`config.mk`:
```
export PLATFORM = sky130hd
export DESIGN_NAME = state_uart_tx
export DESIGN_NICKNAME = d
export VERILOG_FILES = /design/src/rtl/game_pkg.sv /design/src/rtl/uart_byte_tx.sv /design/src/rtl/state_uart_tx.sv
export SDC_FILE = /design/constraint.sdc
export NUM_CORES = 1
export LEC_CHECK = 0
export ABC_CLOCK_PERIOD_IN_PS = 3100
export CAP_MARGIN = 10
export CORE_AREA = 4 4 82 84
export DETAILED_ROUTE_END_ITERATION = 7
export DIE_AREA = 0 0 86 88
export MAX_ROUTING_LAYER = met4
export PLACE_DENSITY = 0.78
export SLEW_MARGIN = 0
export SYNTH_ARGS = -nofsm -noshare
export SYNTH_HDL_FRONTEND = slang
export SYNTH_SLANG_ARGS = --single-unit
```
`constraint.sdc`:
```
create_clock -name clk -period 3.1 [get_ports clk]
set_input_delay 0.775 -clock clk [delete_from_list [all_inputs] [get_ports clk]]
set_output_delay 0.775 -clock clk [all_outputs]
set_load 0.05 [all_outputs]
```
`src/rtl/game_pkg.sv`:
```
// ---------------------------------------------------------------------------
// game_pkg
// Shared definitions for the game status serial link.
//   - frame header value and state word width
//   - field offsets of the 32-bit state word
//     {mstate[31:24], monHPrender[23:16], pHP[15:8], atkGage[7:0]}
//   - frame length (NBYTES), which depends on the CHECKSUM_EN macro
//   - FSM state types for the frame controller and the byte serializer
//   - helper that selects the header/payload byte for a given byte index
// Configuration macro: CHECKSUM_EN (adds an XOR checksum byte, NBYTES=6).
// ---------------------------------------------------------------------------
package game_pkg;

  localparam logic [7:0] FRAME_HDR = 8'hA5;
  localparam int         STATE_W   = 32;

  localparam int MSTATE_LSB = 24;
  localparam int MONHP_LSB  = 16;
  localparam int PHP_LSB    = 8;
  localparam int ATK_LSB    = 0;

  localparam int IDX_W = 3;

`ifdef CHECKSUM_EN
  localparam int NBYTES = 6;
`else
  localparam int NBYTES = 5;
`endif

  localparam logic [IDX_W-1:0] LAST_IDX         = IDX_W'(NBYTES - 1);
  localparam logic [IDX_W-1:0] LAST_PAYLOAD_IDX = IDX_W'(4);
  localparam logic [IDX_W-1:0] CSUM_IDX         = IDX_W'(5);

  typedef enum logic [1:0] {
    FRM_IDLE = 2'd0,
    FRM_RUN  = 2'd1,
    FRM_DONE = 2'd2
  } frame_state_t;

  typedef enum logic [1:0] {
    BYTE_IDLE  = 2'd0,
    BYTE_START = 2'd1,
    BYTE_DATA  = 2'd2,
    BYTE_STOP  = 2'd3
  } byte_state_t;

  // Header or payload byte for frame position idx (payload sent MSB first).
  function automatic logic [7:0] frame_byte(input logic [STATE_W-1:0] snap,
                                            input logic [IDX_W-1:0]   idx);
    logic [7:0] b;
    case (idx)
      3'd0:    b = FRAME_HDR;
      3'd1:    b = snap[MSTATE_LSB +: 8];
      3'd2:    b = snap[MONHP_LSB  +: 8];
      3'd3:    b = snap[PHP_LSB    +: 8];
      3'd4:    b = snap[ATK_LSB    +: 8];
      default: b = 8'h00;
    endcase
    return b;
  endfunction

endpackage

```
`src/rtl/uart_byte_tx.sv`:
```
// ---------------------------------------------------------------------------
// uart_byte_tx
// 8N1 byte serializer: baud counter plus START/DATA/STOP shifter.
//
// state      | meaning
// -----------|------------------------------------------------------------
// BYTE_IDLE  | line idle high, waiting for load
// BYTE_START | start bit (0) for DIV clocks
// BYTE_DATA  | 8 data bits, LSB first, r_bit counts 0..7
// BYTE_STOP  | stop bit (1); a load on its last clock chains the next byte
//
// Ports
//   clk        in   system clock
//   reset      in   asynchronous active-high reset
//   load       in   start a byte with din (honoured in IDLE, or on the
//                   final stop-bit clock for back-to-back bytes)
//   din[7:0]   in   byte to send, sampled when load is accepted
//   tx         out  serial line, driven from a flop
//   byte_done  out  high during the final clock of the stop bit
//                   (combinational so the caller can chain without a gap)
// ---------------------------------------------------------------------------
module uart_byte_tx
  import game_pkg::*;
#(
  parameter int DIV = 16
) (
  input  logic       clk,
  input  logic       reset,
  input  logic       load,
  input  logic [7:0] din,
  output logic       tx,
  output logic       byte_done
);

  localparam int             CW       = (DIV > 1) ? $clog2(DIV) : 1;
  localparam logic [CW-1:0]  CNT_LAST = CW'(DIV - 1);

  byte_state_t   r_st;
  logic [CW-1:0] r_cnt;
  logic [2:0]    r_bit;
  logic [7:0]    r_sh;
  logic          r_tx;

  byte_state_t   w_st_n;
  logic [CW-1:0] w_cnt_n;
  logic [2:0]    w_bit_n;
  logic [7:0]    w_sh_n;
  logic          w_tx_n;
  logic          w_tick;

  assign w_tick = (r_cnt == CNT_LAST);

  always_ff @(posedge clk or posedge reset) begin
    if (reset) begin
      r_st  <= BYTE_IDLE;
      r_cnt <= '0;
      r_bit <= '0;
      r_sh  <= '0;
      r_tx  <= 1'b1;
    end else begin
      r_st  <= w_st_n;
      r_cnt <= w_cnt_n;
      r_bit <= w_bit_n;
      r_sh  <= w_sh_n;
      r_tx  <= w_tx_n;
    end
  end

  always_comb begin
    w_st_n  = r_st;
    w_cnt_n = (r_st == BYTE_IDLE) ? '0 : r_cnt + CW'(1);
    w_bit_n = r_bit;
    w_sh_n  = r_sh;
    w_tx_n  = r_tx;

    case (r_st)
      BYTE_IDLE: begin
        w_tx_n = 1'b1;
        if (load) begin
          w_st_n  = BYTE_START;
          w_sh_n  = din;
          w_cnt_n = '0;
          w_tx_n  = 1'b0;
        end
      end

      BYTE_START: begin
        if (w_tick) begin
          w_st_n  = BYTE_DATA;
          w_cnt_n = '0;
          w_bit_n = '0;
          w_tx_n  = r_sh[0];
        end
      end

      BYTE_DATA: begin
        if (w_tick) begin
          w_cnt_n = '0;
          if (r_bit == 3'd7) begin
            w_st_n = BYTE_STOP;
            w_tx_n = 1'b1;
          end else begin
            w_bit_n = r_bit + 3'd1;
            // Shift right so the next data bit is always at r_sh[0].
            w_sh_n  = {1'b0, r_sh[7:1]};
            w_tx_n  = r_sh[1];
          end
        end
      end

      BYTE_STOP: begin
        if (w_tick) begin
          w_cnt_n = '0;
          if (load) begin
            w_st_n = BYTE_START;
            w_sh_n = din;
            w_tx_n = 1'b0;
          end else begin
            w_st_n = BYTE_IDLE;
            w_tx_n = 1'b1;
          end
        end
      end

      default: begin
        w_st_n  = BYTE_IDLE;
        w_cnt_n = '0;
        w_tx_n  = 1'b1;
      end
    endcase
  end

  assign tx        = r_tx;
  assign byte_done = (r_st == BYTE_STOP) && w_tick;

endmodule

```
`src/rtl/state_uart_tx.sv`:
```
// ---------------------------------------------------------------------------
// state_uart_tx
// Sends the 32-bit game state word as a framed 8N1 UART burst:
//   0xA5, state[31:24], state[23:16], state[15:8], state[7:0] [, checksum]
// The state word is snapshotted when a send is accepted and held for the
// whole frame. Optional macro CHECKSUM_EN appends the XOR of the four
// payload bytes as a 6th byte.
//
// state    | meaning
// ---------|--------------------------------------------------------------
// FRM_IDLE | line idle, accepts send
// FRM_RUN  | frame in progress (busy=1), bytes chained by r_idx
// FRM_DONE | one-cycle done pulse; send is accepted here as well
//
// Ports
//   clk          in   system clock
//   reset        in   asynchronous active-high reset
//   send         in   frame request, acted on only when busy=0
//   state[31:0]  in   game state word
//   busy         out  frame in progress (registered)
//   done         out  one-cycle pulse after the final stop bit (registered)
//   tx           out  serial line, idle high (registered)
// ---------------------------------------------------------------------------
module state_uart_tx
  import game_pkg::*;
#(
  parameter int CLK_HZ = 100_000_000,
  parameter int BAUD   = 9600
) (
  input  logic               clk,
  input  logic               reset,
  input  logic               send,
  input  logic [STATE_W-1:0] state,
  output logic               busy,
  output logic               done,
  output logic               tx
);

  localparam int DIV = CLK_HZ / BAUD;

  frame_state_t       r_fsm;
  frame_state_t       w_fsm_n;
  logic [STATE_W-1:0] r_snap;
  logic [IDX_W-1:0]   r_idx;
  logic               r_busy;
  logic               r_done;

  logic               w_accept;
  logic               w_last;
  logic               w_next_load;
  logic               w_load;
  logic [IDX_W-1:0]   w_nidx;
  logic [7:0]         w_next_byte;
  logic [7:0]         w_din;
  logic               w_tx;
  logic               w_byte_done;

  // DONE behaves like IDLE for acceptance so a held send chains frames.
  assign w_accept    = send && (r_fsm != FRM_RUN);
  assign w_last      = (r_idx == LAST_IDX);
  assign w_next_load = (r_fsm == FRM_RUN) && w_byte_done && !w_last;
  assign w_load      = w_accept || w_next_load;
  assign w_nidx      = r_idx + IDX_W'(1);

`ifdef CHECKSUM_EN
  logic [7:0] r_csum;

  assign w_next_byte = (w_nidx == CSUM_IDX) ? r_csum : frame_byte(r_snap, w_nidx);

  // Accumulated as each payload byte is handed to the serializer, so it is
  // complete by the time the checksum byte itself is loaded.
  always_ff @(posedge clk or posedge reset) begin
    if (reset) begin
      r_csum <= '0;
    end else if (w_accept) begin
      r_csum <= '0;
    end else if (w_next_load && (w_nidx <= LAST_PAYLOAD_IDX)) begin
      r_csum <= r_csum ^ w_din;
    end
  end
`else
  assign w_next_byte = frame_byte(r_snap, w_nidx);
`endif

  assign w_din = w_accept ? FRAME_HDR : w_next_byte;

  always_ff @(posedge clk or posedge reset) begin
    if (reset) begin
      r_snap <= '0;
      r_idx  <= '0;
    end else if (w_accept) begin
      r_snap <= state;
      r_idx  <= '0;
    end else if (w_next_load) begin
      r_idx  <= w_nidx;
    end
  end

  always_ff @(posedge clk or posedge reset) begin
    if (reset) begin
      r_fsm  <= FRM_IDLE;
      r_busy <= 1'b0;
      r_done <= 1'b0;
    end else begin
      r_fsm  <= w_fsm_n;
      r_busy <= (w_fsm_n == FRM_RUN);
      r_done <= (w_fsm_n == FRM_DONE);
    end
  end

  always_comb begin
    w_fsm_n = r_fsm;
    case (r_fsm)
      FRM_IDLE: if (send) w_fsm_n = FRM_RUN;
      FRM_RUN:  if (w_byte_done && w_last) w_fsm_n = FRM_DONE;
      FRM_DONE: w_fsm_n = send ? FRM_RUN : FRM_IDLE;
      default:  w_fsm_n = FRM_IDLE;
    endcase
  end

  uart_byte_tx #(
    .DIV(DIV)
  ) u_byte_tx (
    .clk       (clk),
    .reset     (reset),
    .load      (w_load),
    .din       (w_din),
    .tx        (w_tx),
    .byte_done (w_byte_done)
  );

  assign busy = r_busy;
  assign done = r_done;
  assign tx   = w_tx;

endmodule
```
### After elaboration in Yosys (flattened, before gate mapping)

Index checks and enable logic that the tools add are counted.

* input bits: 35
* logic and storage cells: 86
* bits in registers: 67
* output and inout port bits: 3

* equality and inequality tests: 21
* add/sub/neg operators: 3
* reductions and logical operators: 18
* muxes and demuxes: 34

Operator list (number)
* 14-bit 2-to-1 mux: 3
* 8-bit 2-to-1 mux: 5
* 8-bit one-hot mux with 5 select lines: 1
* 14-bit one-hot mux with 2 select lines: 1
* 8-bit one-hot mux with 3 select lines: 1
* 3-bit 2-to-1 mux: 5
* 14-bit by 1-bit adder with 14-bit output (second input constant): 1
* 14-bit equality test (second input constant): 1
* 2-bit 2-to-1 mux: 7
* 2-bit by 1-bit != test with 1-bit output (second input constant): 6
* 3-bit equality test (second input constant): 3
* 2-bit equality test (second input constant): 4
* 2-bit one-hot mux with 4 select lines: 1
* 4-bit AND reduction: 2
* 1-bit 2-to-1 mux: 7
* 3-bit by 1-bit adder with 3-bit output (second input constant): 2
* 2-bit by 1-bit equality test with 1-bit output (second input constant): 3
* 3-bit by 2-bit equality test with 1-bit output (second input constant): 2
* 2-bit one-hot mux with 3 select lines: 1
* 3-bit one-hot mux with 2 select lines: 1
* 1-bit logical AND: 5
* 5-bit AND reduction: 1
* 2-bit logical NOT: 2
* 1-bit one-hot mux with 4 select lines: 1
* other kinds (9): 10

### Longest topological paths before layout

Gate-level depths: netlist (run 1).

* depth after elaboration: 8
* gate-level depth with buffers: 8
* depth with buffers taken out: 7

### Modules after synthesis

Synthesis (run 1) repeated with hierarchy kept, for this count alone.

* cells, all modules: 299
* area total of the unflattened synthesis: 3592.2 um^2

By module, submodules not included
* state_uart_tx: seq. area each 975.9 um^2, area each 2008.2 um^2, instances 1, cells each 148
* uart_byte_tx: seq. area each 701.9 um^2, area each 1584.0 um^2, instances 1, cells each 151

### Least setup slack after synthesis (run 1)

OpenSTA, ideal clock, no wires.

* path kind: reg-to-reg
* start: register u_byte_tx.r_cnt[9]
* end: register u_byte_tx.r_sh[0]
* path buffers: 1
* data required time: 2.975 ns
* setup time: 0.125 ns
* cell stages (with the launch flop): 7
* arrival time: 2.175 ns
* period minus slack after synthesis: 2.300 ns
* setup slack: 0.800 ns
* cells stage by stage: dfrtp_1 > or4b_4 > nor4_4 > nand2b_1 > a2111o_1 > buf_6 > mux2_4

* word-level cells in the longest chain between the ends: 8
* elaborated cells between the ends (all ways): 11
* classes of those cells: eq/ne: 3; mux: 3; reduce/logical: 5

RTL lines
* from (decl): RTL line uart_byte_tx.sv:39 `logic [CW-1:0] r_cnt;`
* from (signal assigned): RTL line uart_byte_tx.sv:62 `r_cnt <= w_cnt_n;`
* 14-bit equality test *: RTL line uart_byte_tx.sv:51 `assign w_tick = (r_cnt == CNT_LAST);`
* 1-bit logical AND: RTL line uart_byte_tx.sv:134 `assign byte_done = (r_st == BYTE_STOP) && w_tick;`
* 1-bit logical AND (2 in a row): RTL line state_uart_tx.sv:61 `assign w_next_load = (r_fsm == FRM_RUN) && w_byte_done && !w_last;`
* 1-bit logical OR: RTL line state_uart_tx.sv:62 `assign w_load = w_accept || w_next_load;`
* 8-bit 2-to-1 mux (2 in a row)
* 8-bit one-hot mux with 3 select lines
* to (signal assigned): RTL line uart_byte_tx.sv:64 `r_sh <= w_sh_n;`
* to (decl): RTL line uart_byte_tx.sv:41 `logic [7:0] r_sh;`

Mark *: on every way between the ends. The rest lies on a longest branch, timed or not. The select of a mux whose other input is x is not followed.
A chain may end at the register's enable or synchronous reset.

### Worst setup path in the final report (run 1)

* start: register u_byte_tx.r_cnt[4]
* end: register u_byte_tx.r_sh[4]

The elaborated chain is that of the path after synthesis.

==> results.cfg, run 1 <==
[status]
run_status = finished, final reports clean

[routing]
wirelength_mm = 6.62
drt-wirelength-per-cell_um = 14.1
drc = 0
num_vias = 2502
drt_iter0_markers = 242
firstDrtPassIters = 4
viasPerCell = 5.33
antenna_left = 0

[finish]
multi_input_area_um2 = 1480
fill_cells = 482
stdcell_count = 469
nNetsFinal = 436
fin_util_pct = 67.5
layout-drive-gt1-share_pct = 9.64
seq_area_um2 = 1680
diodes = 0
area_growth_pct = 21.6

[floorplan]
fp-row-count = 28
die_x_um = 86
chipHeight_um = 88
dieArea_um2 = 7570
io_pins = 38
start_util_pct = 55.5
core_um2 = 5920

[synth]
synth_top_area_cell = dfrtp_1
async_reset_ff_share_pct = 100
synth.distinct_cells = 38
synthTopCellsByArea = dfrtp_1 50%, nand2_1 12%, ha_1 4.6%, nor2_1 3.5%, a222oi_1 2.4%
synth_fp_nets = 400
synth_enable_flop_cells = 0
avgSynthCellArea_um2 = 9.31
synth-main-ff-cell = dfrtp_1
syn_inst = 353
synth_top_area_share_pct = 50.2
yosysSeqAreaShare_pct = 51.0
syn-cell-area_um2 = 3290
yosysWarnings = 0
ys_seq_elements = 67

[clock_tree]
cts_buffer_depth = 2
cts_hold_buf = 0
cts_tree = built
clock-root-buffer = clkbuf_8
path_clk_slew_ns = 0.07
clock_sinks = 67
clk_latency_ns = 0.34
post-cts-setup-buffers = 0
numCtsBuffers = 9
h-tree-depth = 3
cts_resized = 0

[power_and_ir_drop]
p_leak_nw = 1.93
ir_drop_uv = 372
combPwrFrac_pct = 27.4
sw_frac_of_total_pct = 29.4
p_per_area_nw_per_um2 = 697
p_switching_mw = 0.818
p_seq_share_pct = 39.5
total_power_mw = 2.78
power.internal_mw = 1.97
p_clk_share_pct = 33.1

[timing]
timing.hold.ws_ns = 0.478
max_slew_margin_pct = 60.8
fin_crit_sh_pct = 84.4
tightest_slew_ns = 0.588
fin_crit_ns = 2.62
hold_viol = 0
grt_setup_unrepaired = false
skew_ns = 0.00711
finalSetupTns_ns = 0
setup_viol = 0
drv_slew = 0
max_freq_mhz = 382

[grt]
grt_pass1_vias = 2589
antenna_found_initial = 0
grt_pass1_wl_mm = 11.5
track_usage_pct = 19.9
grt_max_degree = 42
grt_overflow = 0

[worst_setup_path]
cp.arrival_ns = 2.84
path_cells = or4b_4 -> nor4_4 -> buf_4 -> nor2b_1 -> a2111o_1 -> mux2_4
worstPathMaxFanout = 12
start_kind = register
critical_path.max_stage_delay_ns = 0.58
cp.required_ns = 3.32
critPathKind = reg2reg
rrSetupSlack_ns = 0.48
slowest_stage = a2111o_1
worst_setup_path_end_kind = register

[placement]
hpwl_mm = 4.68
gp_congestion = 0.808
place_inst = 453
port_buffers = 37

[hold_path]
min_path_type = reg2reg

[flow_run]
cap_violations = 0
layout make-up:
class / instances / area share, %
multi-input combinational: 255 / 37.1
clock inverter: 4 / 2.38
inverter: 12 / 1.13
clock buffer: 12 / 4.13
sequential: 67 / 42.0
timing repair buffer: 44 / 10.9
tap: 75 / 2.35
layout by cell type, fill, tap and decap left out, drive strengths merged, types with 7 or more instances in the layout:
| cell type | Yosys | final |
|---|---|---|
| xor2 | 7 | 7 |
| clkdlybuf4s50 | 0 | 37 |
| nand2 | 107 | 107 |
| ha | 12 | 12 |
| a222oi | 8 | 8 |
| buf | 2 | 7 |
| nor2 | 31 | 31 |
| inv | 12 | 12 |
| xnor2 | 8 | 8 |
| dfrtp | 66 | 66 |
| o21ai | 10 | 10 |
| clkbuf | 17 | 12 |
| nand3 | 13 | 13 |
| mux2 | 8 | 8 |
critical path, delay by kind of cell (launching register included):
kind	cells	cell delay, ns
buffers and inverters	1	0.23
and+or+nand+nor	3	0.92
DFF	1	0.41
muxes	1	0.36
AOI/OAI and AO/OA	1	0.58
cell usage after synthesis (2+ instances only):
library cell / instances
nand2_1: 107
dfrtp_1: 66
nor2_1: 31
clkbuf_1: 17
nand3_1: 13
ha_1: 12
inv_1: 12
o21ai_0: 10
a222oi_1: 8
xnor2_1: 8
xor2_1: 7
a21oi_1: 5
a22o_1: 5
mux2_4: 5
nand2b_1: 5
nor3_1: 5
a221oi_1: 4
nor4_1: 4
a22oi_1: 3
and3_1: 3
mux2_2: 3
mux2i_1: 3
nand4_1: 2
power groups by stage:
stage / combinational, mW / sequential (mW) / clock [mW]
2_1_floorplan: 0.586 / 1.11 / 0
3_3_place_gp: 0.745 / 1.11 / 0
3_5_place_dp: 0.760 / 1.11 / 0
4_1_cts: 0.764 / 1.10 / 0.934
5_1_grt: 0.850 / 1.12 / 0.979
6_report: 0.763 / 1.10 / 0.922
routing by layer:
layer,vias to the layer above,track usage [%],part of all wire [%]
met1,1178,23.6,45
met4,0,7.34,1.3
met5,-,-,0
li1,1253,-,-
met3,11,4.33,4.0
met2,60,33.4,49
final timing paths:
path | startpoint | end | depth (start not counted)
worst min register to register | r_snap[8] | r_snap[8] | 2
worst max register to register | u_byte_tx.r_cnt[4] | u_byte_tx.r_sh[4] | 6
worst min-delay path | r_snap[8] | r_snap[8] | 2
min in group asynchronous | reset | r_snap[26] | 2
worst max-delay path | u_byte_tx.r_cnt[4] | u_byte_tx.r_sh[4] | 6
max in group asynchronous | reset | u_byte_tx.tx | 3
state kept, by name (all words and copies together), names as in the netlist:
name	flops
r_snap	32
u_byte_tx.r_cnt	14
u_byte_tx.r_sh	8
r_idx	3
u_byte_tx.r_bit	3
r_fsm	2
u_byte_tx.r_st	2
busy	1
done	1
u_byte_tx.tx	1
logic make-up after synthesis:
group           count (synthesis)  synth area share (%)
simple gates                  177                  23.3
flops                          67                  51.0
compound gates                 40                  9.06
buf+inv                        31                  3.81
xor+xnor                       15                  4.00
fa+ha+maj                      12                  4.57
mux                            11                  4.23
metrics by stage:
stage	setup WS, ns	cell area (µm²)
floorplan	0.643	3290
finish	0.484	4000
detailed placement	0.491	3740
global placement	0.567	3740
CTS	0.484	4000
global route	0.405	4000
No activity file was read; power rests on OpenSTA's default activity.
==> run 2, diff against run 1 <==
--- a/config.mk
+++ b/config.mk
@@ -5,7 +5,7 @@
 export SDC_FILE = /design/constraint.sdc
 export NUM_CORES = 1
 export LEC_CHECK = 0
-export ABC_CLOCK_PERIOD_IN_PS = 3100
+export ABC_CLOCK_PERIOD_IN_PS = 2500
 export CAP_MARGIN = 10
 export CORE_AREA = 4 4 82 84
 export DETAILED_ROUTE_END_ITERATION = 7
==> constraint.sdc (replaced) <==
create_clock -name clk -period 2.5 [get_ports clk]
set_input_delay 0.625 -clock clk [delete_from_list [all_inputs] [get_ports clk]]
set_output_delay 0.625 -clock clk [all_outputs]
set_load 0.05 [all_outputs]
==> results.cfg, run 2 (synthesis results as in run 1) <==
[status]
run_status = finished, final reports clean

[clock_tree]
clock_sinks = 67
cts_tree = built
clk_latency_ns = 0.34
clock-root-buffer = clkbuf_8
numCtsBuffers = 9
post-cts-setup-buffers = 0
cts_buffer_depth = 2
h-tree-depth = 3
path_clk_slew_ns = 0.08
cts_hold_buf = 0
cts_resized = 0

[floorplan]
fp-row-count = 28
die_x_um = 86
io_pins = 38
start_util_pct = 55.5
core_um2 = 5920
chipHeight_um = 88
dieArea_um2 = 7570

[finish]
nNetsFinal = 443
top_regs = r_snap x32, u_byte_tx.r_cnt x14, u_byte_tx.r_sh x8
top_register = r_snap
area_growth_pct = 22.6
mostFrequentLayoutCells = 107 x nand2_1, 66 x dfrtp_1, 37 x clkdlybuf4s50_1, 31 x nor2_1
diodes = 0
stdcell_count = 476
final_common_cell = nand2_1
largest_register_ffs = 32
layout-drive-gt1-share_pct = 11.2

[routing]
viasPerCell = 5.33
antenna_left = 0
drt_iter0_markers = 236
num_vias = 2537
wirelength_mm = 6.76
drt-wirelength-per-cell_um = 14.2
firstDrtPassIters = 6
drc = 0

[grt]
track_usage_pct = 20.2
grt_pass1_vias = 2575
grt_max_degree = 35
antenna_found_initial = 0
grt_overflow = 0
grt_pass1_wl_mm = 11.6

[timing]
tightest_slew_ns = 0.493
fin_crit_sh_pct = 96.5
max_freq_mhz = 415
max_slew_margin_pct = 67.1
drv_slew = 0
setup_viol = 0
hold_viol = 0
grt_setup_unrepaired = false
finalSetupTns_ns = 0
timing.hold.ws_ns = 0.480
fin_crit_ns = 2.41
skew_ns = 0.00827

[placement]
place_inst = 460
hpwl_mm = 4.70
port_buffers = 37
gp_congestion = 0.792

[hold_path]
min-delay-start = r_snap[5]
min_path_cells = 2
hold_end = r_snap[5]
min_path_type = reg2reg

[worst_setup_path]
worstReg2RegStart = u_byte_tx.r_cnt[4]
critPathKind = reg2reg
r2r-end = u_byte_tx.r_sh[5]
start_kind = register
cp.required_ns = 2.73
cp.arrival_ns = 2.64
rrSetupSlack_ns = 0.09
worst_setup_path_end_kind = register
r2r_cells = 5
worstPathMaxFanout = 6

[power_and_ir_drop]
p_per_area_nw_per_um2 = 853
ir_drop_uv = 503
total_power_mw = 3.44
p_leak_nw = 1.95

[flow_run]
cap_violations = 0
-- run 2: cell types whose count changed in the layout (fill, tap and decap cells not counted), sizes merged --
cell and change:
buf +7, clkinv +2, clkinvlp +1, clkbuf -3
-- run 2: critical path, stage by stage, from the launching register on --
cell	delay, ns
dfrtp_1	0.40
or4b_4	0.55
nor4_4	0.34
nand2b_1	0.13
a2111o_1	0.53
mux2_4	0.35
-- run 2: where the power goes --
group / switching (mW) / leakage, nW / internal [mW]
Sequential: 0.115 / 0.874 / 1.25
Clock: 0.428 / 0.119 / 0.660
Combinational: 0.514 / 0.959 / 0.470
-- run 2: how the worst max path moves through the flow --
stage                              to               start  depth (start not counted)  slack [ns]
detailed placement  u_byte_tx.r_sh[5]  u_byte_tx.r_cnt[4]                          5        0.05
CTS                 u_byte_tx.r_sh[5]  u_byte_tx.r_cnt[4]                          5        0.04
floorplan                        busy               reset                          1        0.19
global route        u_byte_tx.r_sh[1]   u_byte_tx.r_st[0]                          7       0.005
global placement    u_byte_tx.r_sh[7]  u_byte_tx.r_cnt[4]                          5        0.10
finish              u_byte_tx.r_sh[5]  u_byte_tx.r_cnt[4]                          5        0.09
-- run 2: routing by layer --
metal | global-route usage, % | wire (µm)
met1 | 24.9 | 3050
met2 | 32.2 | 3230
met3 | 3.67 | 354
met4 | 9.50 | 124
met5 | - | 0
-- run 2: stage by stage --
step | util [%] | instance area (µm²) | worst slack [ns]
6_report | 68.0 | 4030 | 0.0882
5_1_grt | 68.0 | 4030 | 0.00542
4_1_cts | 68.0 | 4030 | 0.0431
3_5_place_dp | 64.0 | 3790 | 0.0533
3_3_place_gp | 64.0 | 3790 | 0.103
2_1_floorplan | - | 3290 | 0.193
-- run 2: final cells by class --
type	count	area [µm²]
repair buffers	51	488
multi-input cells	255	1480
well taps	75	93.8
fillers	481	1890
inverters	12	45.0
clock inverters	7	116
flip-flops and latches	67	1680
clock buffers	9	124
==> run 3, diff against run 2 <==
--- a/config.mk
+++ b/config.mk
@@ -8,11 +8,12 @@
 export ABC_CLOCK_PERIOD_IN_PS = 2500
 export CAP_MARGIN = 10
 export CORE_AREA = 4 4 82 84
+export CTS_CLUSTER_DIAMETER = 50
 export DETAILED_ROUTE_END_ITERATION = 7
 export DIE_AREA = 0 0 86 88
 export MAX_ROUTING_LAYER = met4
-export PLACE_DENSITY = 0.78
-export SLEW_MARGIN = 0
+export PLACE_DENSITY = 0.85
+export SLEW_MARGIN = 10
 export SYNTH_ARGS = -nofsm -noshare
 export SYNTH_HDL_FRONTEND = slang
 export SYNTH_SLANG_ARGS = --single-unit
==> results.cfg, run 3 (synthesis results as in run 1) <==
[status]
run_status = finished, final reports clean

[grt]
track_usage_pct = 19.9
grt_overflow = 0
grt_pass1_vias = 2473
grt_pass1_wl_mm = 11.3
grt_max_degree = 68
antenna_found_initial = 0

[routing]
drt_iter0_markers = 223
firstDrtPassIters = 6
drc = 0
antenna_left = 0
wirelength_mm = 6.67
drt-wirelength-per-cell_um = 13.9
viasPerCell = 5.37
num_vias = 2571

[floorplan]
io_pins = 38
core_um2 = 5920
start_util_pct = 55.5
dieArea_um2 = 7570
die_x_um = 86
fp-row-count = 28
chipHeight_um = 88

[clock_tree]
cts_hold_buf = 0
clock-root-buffer = clkbuf_8
clk_latency_ns = 0.34
h-tree-depth = 3
path_clk_slew_ns = 0.07
clock_sinks = 67
numCtsBuffers = 9
cts_tree = built
cts_buffer_depth = 2

[finish]
final_common_cell = nand2_1
diodes = 0
area_growth_pct = 23.1
mostFrequentLayoutCells = 107 x nand2_1, 66 x dfrtp_1, 37 x clkdlybuf4s50_1, 31 x nor2_1, 15 x buf_4
stdcell_count = 479
final_area_um2 = 4050
largest_register_ffs = 32
seq_area_um2 = 1680
top_register = r_snap
layout-drive-gt1-share_pct = 12.1
top_regs = r_snap x32, u_byte_tx.r_cnt x14, u_byte_tx.r_sh x8
multi_input_area_um2 = 1490
fill_cells = 421
nNetsFinal = 446

[timing]
timing.hold.ws_ns = 0.481
drv_slew = 0
max_freq_mhz = 420
finalSetupTns_ns = 0
tightest_slew_ns = 0.512
setup_viol = 0
skew_ns = 0.00721
hold_viol = 0
fin_crit_ns = 2.38
max_slew_margin_pct = 65.8
fin_crit_sh_pct = 95.2
grt_setup_unrepaired = false

[hold_path]
min_path_type = reg2reg

[power_and_ir_drop]
p_leak_nw = 1.96
p_per_area_nw_per_um2 = 830
ir_drop_uv = 550
total_power_mw = 3.36

[placement]
port_buffers = 37
hpwl_mm = 4.66
place_inst = 457
gp_congestion = 0.867
dpl_cell_area_um2 = 3770

[worst_setup_path]
critPathKind = reg2reg
start_kind = register
cp.arrival_ns = 2.61
worstPathMaxFanout = 6
cp.required_ns = 2.73
worst_setup_path_end_kind = register

[flow_run]
cap_violations = 0
## run 3: cell type report
cell class	instances	area share [%]
sequential	67	41.5
multi-input combinational	255	36.8
timing repair buffer	54	12.7
clock buffer	10	3.40
tap	75	2.32
clock inverter	6	2.19
inverter	12	1.11
## run 3: metal layers
layer / track usage [%] / vias up / part of all wire [%]
li1: - / 1278 / -
met1: 25.5 / 1221 / 46
met2: 30.1 / 59 / 48
met3: 3.76 / 13 / 4.3
met4: 10.4 / 0 / 2.4
met5: - / - / 0
## run 3: through the flow
step	utilization (%)	setup slack [ns]
2_1_floorplan	-	0.193
4_1_cts	67.4	0.0462
5_1_grt	68.4	0.0473
3_5_place_dp	63.6	0.00570
3_3_place_gp	63.6	0.0753
6_report	68.4	0.120
## run 3: worst paths after layout
check	start	to	slack [ns]	cells after the start
hold / removal	r_snap[26]	r_snap[26]	0.48	2
max in group asynchronous	reset	u_byte_tx.tx	1.53	3
min in group asynchronous	reset	u_byte_tx.r_cnt[13]	0.67	3
hold reg to reg	r_snap[26]	r_snap[26]	0.48	2
setup / recovery	u_byte_tx.r_cnt[4]	u_byte_tx.r_sh[2]	0.12	5
setup reg to reg	u_byte_tx.r_cnt[4]	u_byte_tx.r_sh[2]	0.12	5
## run 3: worst max-delay path: stages, from the launching register on
cell	delay [ns]
dfrtp_1	0.39
or4b_4	0.55
nor4_4	0.25
nand2b_1	0.15
a2111o_1	0.59
mux2_4	0.34
## run 3: power breakdown
part | total (mW) | switching, mW | internal, mW
registers | 1.36 | 0.113 | 1.25
logic | 0.991 | 0.520 | 0.471
clock network | 1.01 | 0.417 | 0.588
total | 3.36 | 1.05 | 2.31
## run 3: what timing repair did
| item | 4_1_cts | 5_1_grt |
|---|---|---|
| cloned | 0 | 0 |
| pin swaps | 1 | 2 |
| buffers inserted | 0 | 6 |
| gates resized for setup | 0 | 3 |
| endpoints found under the setup margin | 1 | 8 |
